==> src/rtl/cpu_sequencer_pkg.sv <==
// Shared CPU definitions: data width, opcode map, sequencer state and decode payload.
package cpu_sequencer_pkg;

    localparam int unsigned W    = 4;
    localparam int unsigned OP_W = 4;
    localparam int unsigned IR_W = OP_W + W;

    localparam logic [OP_W-1:0] OP_ADD_A  = 4'b0000;
    localparam logic [OP_W-1:0] OP_MOV_AB = 4'b0001;
    localparam logic [OP_W-1:0] OP_IN_A   = 4'b0010;
    localparam logic [OP_W-1:0] OP_MOV_A  = 4'b0011;
    localparam logic [OP_W-1:0] OP_MOV_BA = 4'b0100;
    localparam logic [OP_W-1:0] OP_ADD_B  = 4'b0101;
    localparam logic [OP_W-1:0] OP_IN_B   = 4'b0110;
    localparam logic [OP_W-1:0] OP_MOV_B  = 4'b0111;
    localparam logic [OP_W-1:0] OP_OUT_B  = 4'b1001;
    localparam logic [OP_W-1:0] OP_OUT_I  = 4'b1011;
    localparam logic [OP_W-1:0] OP_JNC    = 4'b1110;
    localparam logic [OP_W-1:0] OP_JMP    = 4'b1111;

    typedef enum logic [1:0] {
        ST_IDLE  = 2'd0,
        ST_FETCH = 2'd1,
        ST_EXEC  = 2'd2
    } state_t;

    typedef enum logic [1:0] {
        SRC_ZERO = 2'd0,
        SRC_A    = 2'd1,
        SRC_B    = 2'd2,
        SRC_IN   = 2'd3
    } src_t;

    typedef struct packed {
        src_t src;
        logic use_imm;
        logic load_a;
        logic load_b;
        logic load_out;
        logic is_add;
        logic is_jmp;
        logic is_jnc;
    } decode_t;

    // Unlisted opcodes fall through to an all-zero decode, i.e. a NOP.
    function automatic decode_t decode_op(input logic [OP_W-1:0] op);
        decode_t d;
        d     = '0;
        d.src = SRC_ZERO;
        case (op)
            OP_ADD_A:  begin d.src = SRC_A;  d.use_imm = 1'b1; d.load_a = 1'b1; d.is_add = 1'b1; end
            OP_ADD_B:  begin d.src = SRC_B;  d.use_imm = 1'b1; d.load_b = 1'b1; d.is_add = 1'b1; end
            OP_MOV_A:  begin d.use_imm = 1'b1; d.load_a = 1'b1; end
            OP_MOV_B:  begin d.use_imm = 1'b1; d.load_b = 1'b1; end
            OP_MOV_AB: begin d.src = SRC_B;  d.load_a = 1'b1; end
            OP_MOV_BA: begin d.src = SRC_A;  d.load_b = 1'b1; end
            OP_IN_A:   begin d.src = SRC_IN; d.load_a = 1'b1; end
            OP_IN_B:   begin d.src = SRC_IN; d.load_b = 1'b1; end
            OP_OUT_B:  begin d.src = SRC_B;  d.load_out = 1'b1; end
            OP_OUT_I:  begin d.use_imm = 1'b1; d.load_out = 1'b1; end
            OP_JMP:    d.is_jmp = 1'b1;
            OP_JNC:    d.is_jnc = 1'b1;
            default:   ;
        endcase
        return d;
    endfunction

endpackage

==> src/rtl/cpu_alu.sv <==
// W-bit adder producing sum and carry-out for the sequencer data path.
module cpu_alu
    import cpu_sequencer_pkg::*;
(
    input  logic [W-1:0] a,
    input  logic [W-1:0] b,
    output logic [W-1:0] sum,
    output logic         cout
);

    assign {cout, sum} = (W+1)'(a) + (W+1)'(b);

endmodule

==> src/rtl/cpu_sequencer.sv <==
// Two-cycle fetch/execute sequencer: owns pc, ir and carry, decodes ir into register-file strobes.
module cpu_sequencer
    import cpu_sequencer_pkg::*;
#(
    parameter logic [W-1:0] RESET_PC = 4'd0
) (
    input  logic            clk_cpu,
    input  logic            reset,
    input  logic            run,
    input  logic [IR_W-1:0] rom_data,
    input  logic [W-1:0]    reg_a,
    input  logic [W-1:0]    reg_b,
    input  logic [W-1:0]    in_port,
    output logic [W-1:0]    rom_addr,
    output logic            load_a,
    output logic            load_b,
    output logic            load_out,
    output logic [W-1:0]    dat_out,
    output logic            carry,
    output logic            busy
);

    state_t          state;
    state_t          state_next;
    logic [W-1:0]    pc;
    logic [W-1:0]    pc_next;
    logic [IR_W-1:0] ir;
    logic            carry_next;
    decode_t         dec;
    logic [W-1:0]    imm;
    logic [W-1:0]    src;
    logic [W-1:0]    alu_b;
    logic [W-1:0]    sum;
    logic            cout;

    // Decode depends only on the latched instruction, never on the live ROM bus.
    assign dec = decode_op(ir[IR_W-1:IR_W-OP_W]);
    assign imm = ir[W-1:0];

    always_comb begin
        src = '0;
        case (dec.src)
            SRC_A:   src = reg_a;
            SRC_B:   src = reg_b;
            SRC_IN:  src = in_port;
            default: src = '0;
        endcase
    end

    assign alu_b = dec.use_imm ? imm : '0;

    cpu_alu u_alu (
        .a    (src),
        .b    (alu_b),
        .sum  (sum),
        .cout (cout)
    );

    assign dat_out  = sum;
    assign rom_addr = pc;

    always_ff @(posedge clk_cpu or posedge reset) begin
        if (reset) begin
            state <= ST_IDLE;
        end else begin
            state <= state_next;
        end
    end

    // Strobes come straight from the state register so reset clears them without a clock.
    always_comb begin
        state_next = state;
        pc_next    = pc;
        carry_next = carry;
        load_a     = 1'b0;
        load_b     = 1'b0;
        load_out   = 1'b0;
        busy       = (state != ST_IDLE);
        case (state)
            ST_IDLE: begin
                if (run) begin
                    state_next = ST_FETCH;
                end
            end
            ST_FETCH: begin
                state_next = ST_EXEC;
            end
            ST_EXEC: begin
                state_next = run ? ST_FETCH : ST_IDLE;
                load_a     = dec.load_a;
                load_b     = dec.load_b;
                load_out   = dec.load_out;
                pc_next    = pc + W'(1);
                if (dec.is_jmp || (dec.is_jnc && !carry)) begin
                    pc_next = imm;
                end
                carry_next = dec.is_add & cout;
            end
            default: begin
                state_next = ST_IDLE;
            end
        endcase
    end

    always_ff @(posedge clk_cpu or posedge reset) begin
        if (reset) begin
            pc    <= RESET_PC;
            ir    <= '0;
            carry <= 1'b0;
        end else begin
            pc    <= pc_next;
            carry <= carry_next;
            if (state == ST_FETCH) begin
                ir <= rom_data;
            end
        end
    end

endmodule
==> config.mk <==
export PLATFORM = sky130hd
export DESIGN_NAME = cpu_sequencer
export DESIGN_NICKNAME = d
export VERILOG_FILES = /design/src/rtl/cpu_sequencer_pkg.sv /design/src/rtl/cpu_alu.sv /design/src/rtl/cpu_sequencer.sv
export SDC_FILE = /design/constraint.sdc
export NUM_CORES = 1
export LEC_CHECK = 0
export ABC_CLOCK_PERIOD_IN_PS = 6100
export CAP_MARGIN = 20
export CORE_MARGIN = 5
export CORE_UTILIZATION = 48
export CTS_CLUSTER_SIZE = 12
export DETAILED_ROUTE_END_ITERATION = 10
export PLACE_DENSITY = 0.84
export REMOVE_ABC_BUFFERS = 1
export SETUP_SLACK_MARGIN = 0.02
export SLEW_MARGIN = 20
export SYNTH_ARGS = -nofsm -noshare
export SYNTH_HDL_FRONTEND = slang
export SYNTH_HIERARCHICAL = 1
export SYNTH_SLANG_ARGS = --single-unit
==> constraint.sdc <==
create_clock -name clk_cpu -period 6.1 [get_ports clk_cpu]
set_clock_uncertainty 0.1 [all_clocks]
set_input_delay 0.61 -clock clk_cpu [delete_from_list [all_inputs] [get_ports clk_cpu]]
set_output_delay 0.61 -clock clk_cpu [all_outputs]
set_load 0.005 [all_outputs]
Yosys cells after proc, flatten, opt, wreduce, memory -nomap -nowiden

Index checks and enable logic that the tools add are counted.

Register bits: 15
Bits of input ports: 23
Output and inout bits: 13
Logic and storage cells: 55

$add $sub $neg: 2
Equality and inequality tests: 17
Multiplexer cells: 17
Bitwise gates (word level): 1
Reductions and logical operators: 14

Operators by type and width:

| kind                                                 | count |
|---|---|
| equality test 4 x 3 -> 1 bit (second input constant) | 4 |
| equality test 4 bit (second input constant)          | 4 |
| one-hot mux 2 bit (3 select lines)                   | 2 |
| one-hot mux 4 bit (3 select lines)                   | 1 |
| two-way mux 1 bit                                    | 11 |
| equality test 4 x 2 -> 1 bit (second input constant) | 2 |
| two-way mux 4 bit                                    | 2 |
| OR reduction 2 bit                                   | 4 |
| OR reduction 4 bit                                   | 2 |
| equality test 2 bit (second input constant)          | 3 |
| adder 4 x 4 -> 5 bit                                 | 1 |
| OR reduction 5 bit                                   | 1 |
| adder 4 x 1 -> 4 bit (second input constant)         | 1 |
| equality test 2 x 1 -> 1 bit (second input constant) | 2 |
| equality test 4 x 1 -> 1 bit (second input constant) | 1 |
| zero test 4 bit                                      | 1 |
| OR reduction 3 bit                                   | 1 |
| zero test 2 bit                                      | 1 |
| two-way mux 2 bit                                    | 1 |
| inequality test 2 bit (second input constant)        | 1 |
| nonzero test 2 bit                                   | 1 |
| bitwise AND 1 bit                                    | 1 |
| logical AND 1 bit                                    | 1 |
| zero test 1 bit                                      | 1 |
| logical OR 1 bit                                     | 1 |

Longest topological paths before layout

Word-level depth: 7
Depth in mapped cells: 11
Mapped depth without buffers: 10

Hierarchy

Netlist, hierarchy kept.

By module, submodules not included:

| module        | times used | cells each | area an instance (sq um) | seq. area each (sq um) |
|---|---|---|---|---|
| cpu_sequencer | 1          | 86         | 900.9                    | 375.4 |
| cpu_alu       | 1          | 16         | 136.4                    | 0.0 |

Least setup slack after synthesis

Ideal clock, no wire load.

Path type: register to output
From: register ir[7]
To: output dat_out[2]
Arrival: 1.970 ns
Required time: 5.390 ns
Setup slack: 3.420 ns
Cell stages (with the launch flop): 9
Buffers on the path: 1
Cells stage by stage: dfrtp_1 buf_6 or2_4 or3_4 a21boi_1 ha_1 inv_1 fa_1 xnor2_1

Elaborated cells between the ends (all ways): 22
Those cells by class: 1 x add/sub; 12 x eq/ne; 4 x mux; 5 x reduce/logical

RTL lines:

| what                                        | RTL line                | RTL |
|---|---|---|
| from (decl)                                 | cpu_sequencer.sv:27     | `logic [IR_W-1:0] ir;` |
| from (signal assigned)                      | cpu_sequencer.sv:114    | `ir <= rom_data;` |
| equality test 4 bit (tied with other cells) | cpu_sequencer_pkg.sv:50 | `case (op)` |
| OR reduction 5 bit (no line) (*)            | -                       |  |
| two-way mux 1 bit (*)                       | cpu_sequencer_pkg.sv:50 |  |
| two-way mux 4 bit (*)                       | cpu_sequencer.sv:50     | `assign alu_b = dec.use_imm ? imm : '0;` |
| net alu_b[0]                                | cpu_sequencer.sv:32     | `logic [W-1:0] alu_b;` |
| adder 4 x 4 -> 5 bit (*)                    | cpu_alu.sv:11           | `assign {cout, sum} = (W+1)'(a) + (W+1)'(b);` |
| to (decl)                                   | cpu_sequencer.sv:18     | `output logic [W-1:0] dat_out,` |

Mark *: on every way through the listed nets, which the timed path passes. The rest lies on a longest branch.

Worst setup path after layout

Same ends and word-level chain as after synthesis.

==> metrics <==
Critical Path Source Type=flop; Sw Share=35.04%; PD cells=278.6 mW/mm^2; Fin. Hold Viols=0; Starting DRT DRC Count=15; total negative slack=0 ns; Slew HR=62.33%; largest net degree at the start of global routing=16; final hold slack=0.4568 ns; dpl hpwl=2.004 mm; Worst Max-Slew Pin Slew=0.5645 ns; hold path endpoint=state[0]; static leakage=0.6004 nW; Seq pwr share=38.9%; Die Wd=56.49 um; initial antenna violation count=0; final setup fails=0; f_max=278.5 MHz; Worst Setup Path Type=flop to output pin; Yosys cell types=38; first-pass GRT wire length=4.422 mm; Die Ht=56.49 um; CTS buffer count=3; # H-tree levels=1; fin crit period=3.591 ns; Setup Buffers After CTS=0; Final Cycle Share=58.87%; YS warnings=6; hold_sp=state[0]; Reg2Reg Setup Slack=3.59 ns; Clock power frac=15.5%; worst reg2reg endpoint=carry; Total Die Area=0.003191 mm^2; flop and latch count out of synthesis=15; CTS tree=yes; Cell Rows=16; Routed WL=2.443 mm; CTS clk-pin slew, worst paths=0.10 ns; worst vdd ir=0.1810 mV; Mapped Cells=102; number of gates resized after cts=0; Power, Total=0.0003950 W; Vias/cell=5.423; area of the multi-input gates=604.3 um^2; worst reg-to-reg path cell count=10; GRT Util Overall=17.55%; max_cap viols=0; outcome=complete, no violations; Clk Latency, worst-skew pair=0.30 ns; # fillers=163; share of layout cells above drive strength 1=12.50%; CTS sink cnt=15; Post-Syn Area=0.001037 mm^2; post-DR wirelength/cell=14.99 um; vias in the first global route=939; Critical Path AT=2.88 ns; CP endpoint kind=output pin; CTS max path bufs=2; met3 track utilization from global routing=3.211%; Hold WC Path Type=flop to flop; # port buffers=35; met2 Resource Use GR=26.40%; drc violations=0; Worst EP required=5.39 ns; CP Max Fanout=9; IO Pins=36; hold buffers post-CTS=0; root buf cell=clkbuf_4; Core Area=0.002002 mm^2; Seq/Total Area, Yosys=36.19%; GRT Max-Usage Layer=met2; GPL Wtd Cong=0.8784; Comb pwr share=45.6%; area growth from synthesis to layout=36.67%; flip-flop and latch area=375.4 um^2; WHS Path Cells=1; Global Route met1 Usage=22.14%; Initial Utilization=51.81%; Int Pwr=0.0002566 W; Switch Pwr=0.0001384 W; gr ovfl total=0; n_diodes=0; Routed Antenna Nets=0; RSZ-0062 raised after global routing=false; Total Nets Final=166; Post-Syn Area per Cell=10.17 um^2; DR pass1 iterations=4; fin. max-slew vios=0; worst r2r src=ir[7]; via count=884
## placed cells by master, fill, tap and decap left out, types with 2 or more instances in the layout
master,count
nand3_1,3
nor2b_1,6
clkdlybuf4s50_1,35
dfrtp_1,15
nand2b_1,4
nand2_1,4
mux2i_1,4
o21ai_0,3
inv_1,7
ha_1,5
nor2_1,2
a21boi_1,4
nand4_1,2
mux2_2,8
clkbuf_4,3
o2bb2ai_1,4
xnor2_1,3
nor3_1,3
## per-stage QoR
step | setup WS (ns) | instance area (um^2) | std cells | util, %
finish | 2.509 | 1418 | 163 | 70.81
global route | 2.328 | 1418 | 163 | 70.81
CTS | 2.486 | 1418 | 163 | 70.81
detailed placement | 2.786 | 1390 | 159 | 69.44
global placement | 2.828 | 1390 | 159 | 69.44
floorplan | 3.438 | 1006 | 97 | -
## synth_stat cells
| cell | number | area (um^2) |
|---|---|---|
| dfrtp_1 | 15 | 375.4 |
| buf_6 | 1 | 11.26 |
| or3_4 | 1 | 11.26 |
| mux2i_1 | 4 | 40.04 |
| fa_1 | 1 | 20.02 |
| nand4_1 | 2 | 12.51 |
| and3_4 | 1 | 11.26 |
| a21oi_1 | 1 | 5.000 |
| o211ai_1 | 1 | 7.510 |
| a32o_1 | 1 | 10.01 |
| nor2_1 | 2 | 7.510 |
| o21ai_0 | 3 | 15.01 |
| or2_2 | 1 | 6.260 |
| a2111o_1 | 1 | 11.26 |
| nand3_1 | 3 | 15.01 |
| inv_1 | 7 | 26.28 |
| o22ai_1 | 1 | 6.260 |
| or2_4 | 1 | 8.760 |
| o311ai_0 | 1 | 8.760 |
| nand2_1 | 4 | 15.01 |
| xnor2_1 | 3 | 26.28 |
| a21o_1 | 1 | 7.510 |
| buf_2 | 4 | 20.02 |
| a21oi_2 | 1 | 8.760 |
| nor4bb_1 | 1 | 10.01 |
| a21boi_1 | 4 | 30.03 |
| a31oi_1 | 1 | 6.260 |
| nand2b_1 | 4 | 25.02 |
| and3b_1 | 1 | 8.760 |
| nor3_1 | 3 | 15.01 |
| and2b_1 | 1 | 7.510 |
| ha_1 | 5 | 62.56 |
| and2_1 | 1 | 6.260 |
| o2bb2ai_1 | 4 | 35.03 |
| nor2b_1 | 6 | 37.54 |
| a211oi_1 | 1 | 7.510 |
| a32oi_1 | 1 | 8.760 |
| mux2_2 | 8 | 90.09 |
## kinds of logic after synthesis
family | synth area share [%]
AO/OA/AOI/OAI | 16.16
AND/OR/NAND/NOR | 19.06
flip-flops | 36.19
multiplexers | 12.55
adder cells (fa/ha/maj) | 7.961
buffers and inverters | 5.549
XOR/XNOR | 2.534
## power groups by stage
stage                     Clock (W)  Sequential (W)  Combinational, W
final                     0.0000613        0.000154          0.000180
after global routing      0.0000702        0.000158          0.000201
after CTS                 0.0000644        0.000153          0.000182
after detailed placement          0        0.000155          0.000182
after global placement            0        0.000154          0.000174
after floorplan                   0        0.000147         0.0000982
## layer usage
| metal | share of wire (%) | vias to the layer above |
|---|---|---|
| met1 | 44 | 414 |
| met2 | 47 | 27 |
| li1 | - | 434 |
| met4 | 4.5 | 0 |
| met5 | 0 | - |
| met3 | 4.3 | 9 |
## final cells by class
cell class,instances,share of cell area (%)
clock buffers,3,1.589
clock inverters,1,0.3530
inverters,7,1.853
multi-input cells,75,42.63
flip-flops and latches,15,26.48
well taps,27,2.383
repair buffers,35,24.71
## flip-flops by register name, indices dropped and copies added (netlist names)
name      cells
ir            8
rom_addr      4
state         2
carry         1
## how the worst max path moves through the flow
stage               startpoint         end  slack (ns)  cells after the start
global route             ir[5]  dat_out[3]        2.33                      8
CTS                      ir[7]  dat_out[3]        2.49                      8
detailed placement    reg_a[0]  dat_out[2]        2.79                      8
finish                   ir[7]  dat_out[2]        2.51                      8
floorplan                ir[4]  dat_out[2]        3.44                      7
global placement    in_port[0]  dat_out[2]        2.83                      8
## critical path: stages, from the launching register on
cell	delay [ns]
dfrtp_1	0.48
or2_4	0.29
or3_4	0.35
a21boi_1	0.16
ha_1	0.19
inv_1	0.06
fa_1	0.39
xnor2_1	0.15
clkdlybuf4s50_1	0.51
Power figures use the tool's default switching activity.
